**src/rtl/maxpool_relu_pkg.sv**
```systemverilog
// Shared CNN definitions for the pooling stage: window geometry, channel count
// and the signed sample type carried between layers.
package maxpool_relu_pkg;
  localparam int POOL_K      = 2;
  localparam int CHANNEL_LEN = 3;
  localparam int SAMPLE_BIT  = 12;

  typedef logic signed [SAMPLE_BIT-1:0] sample_t;
endpackage

```
**src/rtl/maxpool_relu_if.sv**
```systemverilog
// Stream bus between conv layer 1, the pooling stage and conv layer 2.
// The producer side uses the master modport and the pooling block uses slave.
interface maxpool_relu_if
  import maxpool_relu_pkg::*;
#(
  parameter int DATA_BIT = SAMPLE_BIT
);
  logic                       valid_in;
  logic signed [DATA_BIT-1:0] conv_out_1, conv_out_2, conv_out_3;
  logic signed [DATA_BIT-1:0] max_value_1, max_value_2, max_value_3;
  logic                       valid_out;
  logic                       last_out;

  modport master (
    output valid_in, conv_out_1, conv_out_2, conv_out_3,
    input  max_value_1, max_value_2, max_value_3, valid_out, last_out
  );

  modport slave (
    input  valid_in, conv_out_1, conv_out_2, conv_out_3,
    output max_value_1, max_value_2, max_value_3, valid_out, last_out
  );
endinterface

```
**src/rtl/maxpool_relu_lane.sv**
```systemverilog
// One channel of the 2x2 max pool: pair holder, half-width row buffer, two
// signed comparators and the registered result. ReLU under MAXPOOL_RELU_EN.
module maxpool_lane
  import maxpool_relu_pkg::*;
#(
  parameter int WIDTH    = 24,
  parameter int DATA_BIT = SAMPLE_BIT,
  parameter int IW       = $clog2(WIDTH / POOL_K)
) (
  input  logic                       clk,
  input  logic                       rst_n,
  input  logic                       accept,
  input  logic                       col_odd,
  input  logic                       row_odd,
  input  logic [IW-1:0]              idx,
  input  logic signed [DATA_BIT-1:0] sample,
  output logic signed [DATA_BIT-1:0] max_value
);
  localparam int BUF_LEN = WIDTH / POOL_K;

  logic signed [DATA_BIT-1:0] holder, pair_max, above, pooled, result;
  logic signed [DATA_BIT-1:0] rowbuf [BUF_LEN];

  assign pair_max = (holder > sample) ? holder : sample;
  assign above    = rowbuf[idx];
  assign pooled   = (pair_max > above) ? pair_max : above;

`ifdef MAXPOOL_RELU_EN
  assign result = pooled[DATA_BIT-1] ? '0 : pooled;
`else
  assign result = pooled;
`endif

  always_ff @(posedge clk or negedge rst_n) begin
    if (!rst_n)                holder <= '0;
    else if (accept && !col_odd) holder <= sample;
  end

  // Row buffer is always written on the even row before the odd row reads it.
  always_ff @(posedge clk) begin
    if (accept && col_odd && !row_odd) rowbuf[idx] <= pair_max;
  end

  always_ff @(posedge clk or negedge rst_n) begin
    if (!rst_n)                         max_value <= '0;
    else if (accept && col_odd && row_odd) max_value <= result;
  end
endmodule

```
**src/rtl/maxpool_relu.sv**
```systemverilog
// 2x2 stride-2 max pool over three channels with optional ReLU
// (define MAXPOOL_RELU_EN). Position counters and strobes are shared here.
module maxpool_relu
  import maxpool_relu_pkg::*;
#(
  parameter int WIDTH    = 24,
  parameter int HEIGHT   = 24,
  parameter int DATA_BIT = SAMPLE_BIT
) (
  input  logic          clk,
  input  logic          rst_n,
  maxpool_relu_if.slave bus
);
  localparam int CW = $clog2(WIDTH);
  localparam int RW = $clog2(HEIGHT);

  logic [CW-1:0] col;
  logic [RW-1:0] row;
  logic          emit, frame_end;
  logic          valid_r, last_r;
  logic [CHANNEL_LEN-1:0][DATA_BIT-1:0] conv, pooled;

  assign emit      = bus.valid_in & col[0] & row[0];
  assign frame_end = (col == CW'(WIDTH - 1)) && (row == RW'(HEIGHT - 1));

  always_ff @(posedge clk or negedge rst_n) begin
    if (!rst_n) begin
      col <= '0;
      row <= '0;
    end else if (bus.valid_in) begin
      if (col == CW'(WIDTH - 1)) begin
        col <= '0;
        row <= (row == RW'(HEIGHT - 1)) ? '0 : row + 1'b1;
      end else begin
        col <= col + 1'b1;
      end
    end
  end

  always_ff @(posedge clk or negedge rst_n) begin
    if (!rst_n) begin
      valid_r <= 1'b0;
      last_r  <= 1'b0;
    end else begin
      valid_r <= emit;
      last_r  <= emit & frame_end;
    end
  end

  assign conv[0] = bus.conv_out_1;
  assign conv[1] = bus.conv_out_2;
  assign conv[2] = bus.conv_out_3;

  for (genvar ch = 0; ch < CHANNEL_LEN; ch++) begin : g_lane
    maxpool_lane #(
      .WIDTH    (WIDTH),
      .DATA_BIT (DATA_BIT)
    ) u_lane (
      .clk       (clk),
      .rst_n     (rst_n),
      .accept    (bus.valid_in),
      .col_odd   (col[0]),
      .row_odd   (row[0]),
      .idx       (col[CW-1:1]),
      .sample    (conv[ch]),
      .max_value (pooled[ch])
    );
  end

  assign bus.max_value_1 = pooled[0];
  assign bus.max_value_2 = pooled[1];
  assign bus.max_value_3 = pooled[2];
  assign bus.valid_out   = valid_r;
  assign bus.last_out    = last_r;
endmodule

```
**src/flat_wrapper.sv**
```systemverilog
// flat-port wrapper written by rule: the top's interface ports become plain ports
module maxpool_relu_flat import maxpool_relu_pkg::*;
#(
  parameter int WIDTH    = 24,
  parameter int HEIGHT   = 24,
  parameter int DATA_BIT = SAMPLE_BIT
)
  (clk, rst_n, bus_valid_in, bus_conv_out_1, bus_conv_out_2, bus_conv_out_3, bus_max_value_1, bus_max_value_2, bus_max_value_3, bus_valid_out, bus_last_out);
  maxpool_relu_if #(.DATA_BIT(DATA_BIT)) bus_i ();
  input  logic clk;
  input  logic rst_n;
  input wire logic [$bits(bus_i.valid_in)-1:0] bus_valid_in;
  input wire logic [$bits(bus_i.conv_out_1)-1:0] bus_conv_out_1;
  input wire logic [$bits(bus_i.conv_out_2)-1:0] bus_conv_out_2;
  input wire logic [$bits(bus_i.conv_out_3)-1:0] bus_conv_out_3;
  output wire logic [$bits(bus_i.max_value_1)-1:0] bus_max_value_1;
  output wire logic [$bits(bus_i.max_value_2)-1:0] bus_max_value_2;
  output wire logic [$bits(bus_i.max_value_3)-1:0] bus_max_value_3;
  output wire logic [$bits(bus_i.valid_out)-1:0] bus_valid_out;
  output wire logic [$bits(bus_i.last_out)-1:0] bus_last_out;
  assign bus_i.valid_in = bus_valid_in;
  assign bus_i.conv_out_1 = bus_conv_out_1;
  assign bus_i.conv_out_2 = bus_conv_out_2;
  assign bus_i.conv_out_3 = bus_conv_out_3;
  assign bus_max_value_1 = bus_i.max_value_1;
  assign bus_max_value_2 = bus_i.max_value_2;
  assign bus_max_value_3 = bus_i.max_value_3;
  assign bus_valid_out = bus_i.valid_out;
  assign bus_last_out = bus_i.last_out;
  maxpool_relu #(.WIDTH(WIDTH), .HEIGHT(HEIGHT), .DATA_BIT(DATA_BIT)) u_core (.clk(clk), .rst_n(rst_n), .bus(bus_i));
endmodule
```
**config.mk**
```make
export PLATFORM = sky130hd
export DESIGN_NAME = maxpool_relu_flat
export DESIGN_NICKNAME = d
export VERILOG_FILES = /design/src/rtl/maxpool_relu_pkg.sv /design/src/rtl/maxpool_relu_if.sv /design/src/rtl/maxpool_relu_lane.sv /design/src/rtl/maxpool_relu.sv /design/src/flat_wrapper.sv
export SDC_FILE = /design/constraint.sdc
export NUM_CORES = 1
export LEC_CHECK = 0
export BUFFER_PORTS_ARGS = -buffer_cell sky130_fd_sc_hd__buf_2
export CAP_MARGIN = 30
export CORE_MARGIN = 5
export CORE_UTILIZATION = 64
export DETAILED_ROUTE_END_ITERATION = 12
export GPL_TIMING_DRIVEN = 1
export MAX_ROUTING_LAYER = met4
export PLACE_DENSITY = 0.82
export SETUP_SLACK_MARGIN = 0.3
export SLEW_MARGIN = 10
export SYNTH_ARGS = -nofsm -noshare
export SYNTH_HDL_FRONTEND = slang
export SYNTH_HIERARCHICAL = 1
export SYNTH_SLANG_ARGS = --single-unit
```
**constraint.sdc**
```tcl
create_clock -name clk -period 7.25 [get_ports clk]
set_clock_uncertainty 0.2 [all_clocks]
set_input_delay 0.725 -clock clk [delete_from_list [all_inputs] [get_ports clk]]
set_output_delay 0.725 -clock clk [all_outputs]
set_load 0.02 [all_outputs]
```
=== Word-level counts from Yosys, hierarchy flattened ===
Memories as Yosys holds them, arrays and structs flattened.
Index checks and enable logic that the tools add are counted.

* $add $sub $neg: 2
* Reduce and logical (&&, ||, !) cells: 8
* Mux-type cells: 10
* Magnitude comparators: 6
* Divide/modulo/power cells: 0
* Bitwise logic cells: 3
* Multiply operators: 0
* Equal/unequal tests: 2
* Shift-type cells: 0

{| class="wikitable"
|+ Operator list
! kind !! count
|-
| $gt A12 B12 Y1 || 6
|-
| $mux W12 || 6
|-
| $add A5 B1 Y5 const B || 2
|-
| $eq A5 B5 Y1 const B || 2
|-
| $mux W5 || 2
|-
| $logic_and A1 B1 Y1 || 5
|-
| $and A1 B1 Y1 || 3
|-
| $logic_not A1 Y1 || 2
|-
| $mux W1 || 2
|-
| $reduce_and A2 Y1 || 1
|}

* Latch bits: 0
* Memories kept: 3
* Bits in registers: 84
* Word-level logic and storage cells: 44
* ROM bits: 0
* RAM bits: 432

{| class="wikitable"
|+ Memories
! memory !! depth !! bits a word !! read ports !! clocked after memory_dff !! wr ports !! line !! RTL
|-
| u_core.g_lane[0].u_lane.rowbuf || 12 || 12 || 1 || 0 || 1 || maxpool_relu_lane.sv:22 || <nowiki>logic signed [DATA_BIT-1:0] rowbuf [BUF_LEN];</nowiki>
|-
| u_core.g_lane[1].u_lane.rowbuf || 12 || 12 || 1 || 0 || 1 || maxpool_relu_lane.sv:22 ||
|-
| u_core.g_lane[2].u_lane.rowbuf || 12 || 12 || 1 || 0 || 1 || maxpool_relu_lane.sv:22 ||
|}

=== Depth between registers and ports, before layout ===
* Word-level depth: 4
* Gate-level depth with buffers: 20
* Mapped depth without buffers: 17

=== Modules after synthesis ===
The synthesis kept the hierarchy.

{| class="wikitable"
|+ By module, submodules not included
! module !! area an instance (µm²) !! instances !! cells an instance
|-
| maxpool_lane (u_core.g_lane[0].u_lane) || 7592.3 || 1 || 492
|-
| maxpool_lane (u_core.g_lane[1].u_lane) || 7539.7 || 1 || 470
|-
| maxpool_lane (u_core.g_lane[2].u_lane) || 7417.1 || 1 || 459
|-
| maxpool_relu || 569.3 || 1 || 51
|}

=== Worst setup path before layout ===
OpenSTA, ideal clock, no wires.

* Path type: in2reg
* Start: in bus_conv_out_1[11]
* End: reg u_core.g_lane[0].u_lane.max_value[8]
* Library setup time: 0.121 ns
* Arrival time: 4.722 ns
* Path slack: 2.207 ns
* Cell stages on the path: 17
* Data required time: 6.929 ns
* Buffers on the path: 2
* Path through: inv_1 > ha_1 > buf_2 > nand2_1 > o21ai_1 > a211oi_2 > a32oi_1 > o21ai_0 > ha_1 > a211oi_1 > nor3_1 > nor4_1 > a21oi_1 > or3b_1 > buf_2 > or3_1 > a22o_1

* Longest elaborated chain between the ends: 4

{| class="wikitable"
|+ RTL lines
! what !! line !! RTL
|-
| from (decl) || flat_wrapper.sv:13 || <nowiki>input wire logic [$bits(bus_i.conv_out_1)-1:0] bus_conv_out_1;</nowiki>
|-
| $gt A12 B12 Y1 || maxpool_relu_lane.sv:24 || <nowiki>assign pair_max = (holder > sample) ? holder : sample;</nowiki>
|-
| $mux W12 || maxpool_relu_lane.sv:24 ||
|-
| via u_core.g_lane[0].u_lane.pair_max[5] || maxpool_relu_lane.sv:21 || <nowiki>logic signed [DATA_BIT-1:0] holder, pair_max, above, pooled, result;</nowiki>
|-
| $gt A12 B12 Y1 || maxpool_relu_lane.sv:26 || <nowiki>assign pooled = (pair_max > above) ? pair_max : above;</nowiki>
|-
| $mux W12 || maxpool_relu_lane.sv:26 ||
|-
| to (signal assigned) || maxpool_relu_lane.sv:46 || <nowiki>else if (accept && col_odd && row_odd) max_value <= result;</nowiki>
|-
| to (decl) || maxpool_relu_lane.sv:17 || <nowiki>output logic signed [DATA_BIT-1:0] max_value</nowiki>
|}

The timed path passes the listed nets, and every way through them passes these cells.
A chain may end at the register's enable or synchronous reset.

=== Worst setup path after layout ===
* Start: reg u_core.g_lane[0].u_lane.holder[11]
* End: reg u_core.g_lane[0].u_lane.max_value[8]

* Longest elaborated chain between the ends: 4

{| class="wikitable"
|+ RTL lines
! what !! line !! RTL
|-
| from (decl) || maxpool_relu_lane.sv:21 ||
|-
| from (signal assigned) || maxpool_relu_lane.sv:36 || <nowiki>else if (accept && !col_odd) holder <= sample;</nowiki>
|-
| $gt A12 B12 Y1 || maxpool_relu_lane.sv:24 ||
|-
| $mux W12 (*) || maxpool_relu_lane.sv:24 ||
|-
| via u_core.g_lane[0].u_lane.pair_max[11] || maxpool_relu_lane.sv:21 ||
|-
| $gt A12 B12 Y1 (*) || maxpool_relu_lane.sv:26 ||
|-
| $mux W12 (*) || maxpool_relu_lane.sv:26 ||
|}

The timed path passes the listed nets; every way through them passes the cells marked *.

==> impl_metrics.prom <==
# TYPE chip_impl_metric gauge
chip_impl_metric{name="start_util",unit="%"} 64.84
chip_impl_metric{name="syn-cell-area",unit="µm²"} 23120
chip_impl_metric{name="worstPathArrival",unit="ns"} 6.14
chip_impl_metric{name="cts_max_path_bufs",unit=""} 3
chip_impl_metric{name="totalNegativeSetupSlack",unit="ns"} 0
chip_impl_metric{name="synth-warning-count",unit=""} 6
chip_impl_metric{name="mappedNetlistNets",unit=""} 1585
chip_impl_metric{name="gp_congestion",unit=""} 0.9274
chip_impl_metric{name="detailed_place_hpwl",unit="mm"} 33.14
chip_impl_metric{name="tightestPinTransition",unit="ns"} 0.9649
chip_impl_metric{name="height_of_the_chip",unit="µm"} 200.1
chip_impl_metric{name="critPathBufInv",unit=""} 1
chip_impl_metric{name="nFillCells",unit=""} 2102
chip_impl_info{name="outcome",value="completed"} 1
chip_impl_metric{name="core",unit="µm²"} 35660
chip_impl_metric{name="worst-endpoint-required",unit="ns"} 7.51
chip_impl_info{name="layout.cells.most_common",value="edfxtp_1"} 1
chip_impl_metric{name="layout-drive-gt1-share",unit="%"} 22.37
chip_impl_info{name="critical_path_launch_point_type",value="flop"} 1
chip_impl_metric{name="dpl-instance-area",unit="µm²"} 24220
chip_impl_metric{name="drt.antenna.violating_nets",unit=""} 0
chip_impl_metric{name="postSynthAreaPerCell",unit="µm²"} 15.71
chip_impl_metric{name="drt_first_pass_iters",unit=""} 6
chip_impl_metric{name="grt_first_pass_wirelength",unit="mm"} 82.19
chip_impl_metric{name="worst_ir_drop_vdd",unit="mV"} 0.3040
chip_impl_metric{name="finalWirelength",unit="mm"} 52.92
chip_impl_metric{name="buffer_ports.inserted",unit=""} 76
chip_impl_metric{name="grt.total_usage",unit="%"} 27.66
chip_impl_metric{name="final_hold_viol_count",unit=""} 0
chip_impl_metric{name="pwr-share-clk",unit="%"} 24.6
chip_impl_metric{name="post_detailed_route_drc_marker_count",unit=""} 0
chip_impl_metric{name="clock_pin_transition_on_the_worst_setup_and_hold_timing_paths",unit="ns"} 0.06
chip_impl_metric{name="postCtsSetupRepairBufs",unit=""} 0
chip_impl_metric{name="power.switching",unit="W"} 0.003693
chip_impl_metric{name="report.final.setup_viol",unit=""} 0
chip_impl_metric{name="ys_async_sr_fraction",unit="%"} 16.28
chip_impl_metric{name="grt_pass1_vias",unit=""} 14220
chip_impl_metric{name="power.switching_fraction",unit="%"} 35.19
chip_impl_info{name="grt_setup_unrepaired",value="no"} 1
chip_impl_info{name="most-common-layout-cells",value="edfxtp_1, mux4_2, nor2_1, inv_1, nand2_1"} 1
chip_impl_metric{name="synth-edff-count",unit=""} 432
chip_impl_metric{name="final_min_period_over_clock_period",unit="%"} 81.13
chip_impl_metric{name="num_io_pins",unit=""} 77
chip_impl_metric{name="finish.net_count",unit=""} 1695
chip_impl_metric{name="dr.first_iter.drc_count",unit=""} 1656
chip_impl_info{name="min-delay-path-class",value="input port to flop"} 1
chip_impl_metric{name="synth-seq-area-share",unit="%"} 65.21
chip_impl_info{name="ordered_list_of_cells_on_the_worst_path",value="ha_1, nand4_4, or2_4, o21ai_1, a32oi_1, o221ai_1, buf_4, ha_1, nand4_1, nor3_1, nor4_1, a21oi_1, or3b_1, or3_1, a22o_1"} 1
chip_impl_metric{name="crit_fanout",unit=""} 23
chip_impl_metric{name="slew_violations",unit=""} 0
chip_impl_metric{name="post-route-util",unit="%"} 72.54
chip_impl_metric{name="synthToLayoutAreaGrowth",unit="%"} 11.87
chip_impl_metric{name="die_width",unit="µm"} 200.1
chip_impl_metric{name="achievable-frequency",unit="GHz"} 0.1700
chip_impl_metric{name="internal-power",unit="W"} 0.006801
chip_impl_metric{name="min_setup_slack_post_route",unit="ns"} 1.368
chip_impl_metric{name="max-cap-violations",unit=""} 0
chip_impl_metric{name="area_of_the_die",unit="µm²"} 40020
chip_impl_metric{name="cts_sinks",unit=""} 516
chip_impl_info{name="most_used_flip_flop_cell_after_synthesis",value="edfxtp_1"} 1
chip_impl_info{name="worstSetupPathType",value="flop to flop"} 1
chip_impl_metric{name="routed_via_density",unit=""} 6.795
chip_impl_metric{name="finalWorstPathRequiredPeriod",unit="ns"} 5.882
chip_impl_metric{name="clock_insertion_delay_worst_skew",unit="ns"} 0.58
chip_impl_metric{name="synth_seq_cells",unit=""} 516
chip_impl_info{name="cell_family_with_the_largest_share_of_critical_path_delay",value="simple AND/OR/NAND/NOR gates"} 1
chip_impl_metric{name="p_leak",unit="nW"} 9.566
chip_impl_metric{name="htree_levels",unit=""} 2
chip_impl_info{name="cp_slowest_cell",value="ha_1"} 1
chip_impl_metric{name="avgRoutedWirePerCell",unit="µm"} 25.39
chip_impl_metric{name="critical-path-max-stage-delay",unit="ns"} 0.75
chip_impl_metric{name="hold_slack",unit="ns"} 0.2574
chip_impl_metric{name="globalRouteOverflowTotal",unit=""} 0
chip_impl_metric{name="synth.distinct_cells",unit=""} 84
chip_impl_metric{name="synthCells",unit=""} 1472
chip_impl_metric{name="placement_rows",unit=""} 69
chip_impl_metric{name="power.density_cell_area",unit="nW/µm²"} 405.8
chip_impl_metric{name="cts_inserted_buffers",unit=""} 50
chip_impl_metric{name="grt_start_max_net_pins",unit=""} 71
chip_impl_info{name="clockRootBuffer",value="clkbuf_16"} 1
chip_impl_info{name="endpoint_kind",value="flop"} 1
chip_impl_metric{name="seq_power_share",unit="%"} 39.8
chip_impl_metric{name="final_area",unit="µm²"} 25860
chip_impl_metric{name="initial_antenna_violation_count",unit=""} 0
chip_impl_metric{name="dr_total_vias",unit=""} 14160
chip_impl_info{name="crit_top_cell",value="ha_1"} 1
chip_impl_metric{name="n_antenna_cell",unit=""} 0
chip_impl_metric{name="pre_cts_slack",unit="ns"} 1.073
chip_impl_metric{name="power_frac_comb",unit="%"} 35.6
chip_impl_metric{name="worst_slew_margin_rel",unit="%"} 35.67
chip_impl_info{name="clock_tree_from_tritoncts",value="done"} 1
==> flip-flops by register name, summed over array words and instances (netlist names) <==
signal and cells:
u_core/g_lane.u_lane/max_value 36, u_core/bus.last_out 1, u_core/g_lane.u_lane/rowbuf 432, u_core/row 5, u_core/bus.valid_out 1, u_core/col 5, u_core/g_lane.u_lane/holder 36
==> tightest hold or removal path, stage by stage <==
cell and delay, ns:
buf_2 0.11, inv_1 0.07, o21ai_0 0.08
==> through the flow <==
stage / instances / total power, W
final: 2084 / 0.01049
after global placement: 1987 / 0.007635
after CTS: 2084 / 0.01048
after detailed placement: 1990 / 0.007841
after floorplan: 1472 / 0.006758
after global routing: 2084 / 0.01100
==> metal layers <==
metal / up-vias / track usage (%) / wire, µm
met2: 818 / 44.50 / 26540
met3: 122 / 4.481 / 4736
met5: - / - / 0
li1: 6073 / - / -
met4: 0 / 7.044 / 1247
met1: 7147 / 37.90 / 20400
==> power by group through the flow <==
stage | Sequential, W | Clock (W) | Combinational (W)
after floorplan | 0.00409 | 0 | 0.00267
after global placement | 0.00421 | 0 | 0.00343
after detailed placement | 0.00423 | 0 | 0.00362
after CTS | 0.00417 | 0.00262 | 0.00369
after global routing | 0.00421 | 0.00275 | 0.00405
final | 0.00417 | 0.00258 | 0.00374
==> repair_timing <==
action | in CTS | in global routing
hold buffers | 1 | 0
gates resized for setup | 0 | 0
endpoints found under the hold margin | 24 | 0
==> layout make-up <==
type	count	area, µm²	area share (%)
multi-input cells	800	7460	28.84
flip-flops and latches	516	15090	58.34
clock inverters	26	247.7	0.9579
inverters	88	330.3	1.277
repair buffers	126	773.2	2.990
clock buffers	67	1386	5.360
well taps	461	576.8	2.230
==> cells by family after synthesis <==
kind of cell	synth area share [%]
flops	65.21
compound gates	8.459
simple gates	6.733
buf+inv	2.787
fa+ha+maj	4.005
mux	12.73
xor+xnor	0.07578
==> synth_stat cells (27+ instances only) <==
cell,count,share of area (%)
clkbuf_1,37,0.60
a21oi_1,62,1.3
nor2_1,89,1.4
mux4_2,108,11
dfrtp_1,84,9.1
ha_1,74,4.0
nand2_1,86,1.4
o21ai_0,44,0.95
edfxtp_1,432,56
inv_1,87,1.4
mux2i_1,41,1.8
o221ai_1,27,1.0
==> final timing paths <==
kind | slack (ns) | startpoint | end | cells past startpoint
max | 1.37 | u_core/g_lane[0].u_lane/holder[11] | u_core/g_lane[0].u_lane/max_value[8] | 15
min | 0.26 | bus_conv_out_1[8] | u_core/g_lane[0].u_lane/holder[8] | 3
max reg2reg | 1.37 | u_core/g_lane[0].u_lane/holder[11] | u_core/g_lane[0].u_lane/max_value[8] | 15
min reg2reg | 0.29 | u_core/g_lane[1].u_lane/max_value[7] | u_core/g_lane[1].u_lane/max_value[7] | 2
max in group asynchronous | 5.16 | rst_n | u_core/col[3] | 3
min in group asynchronous | 0.45 | rst_n | u_core/g_lane[0].u_lane/max_value[8] | 2
Note: power is estimated with default switching activity, not from simulation.
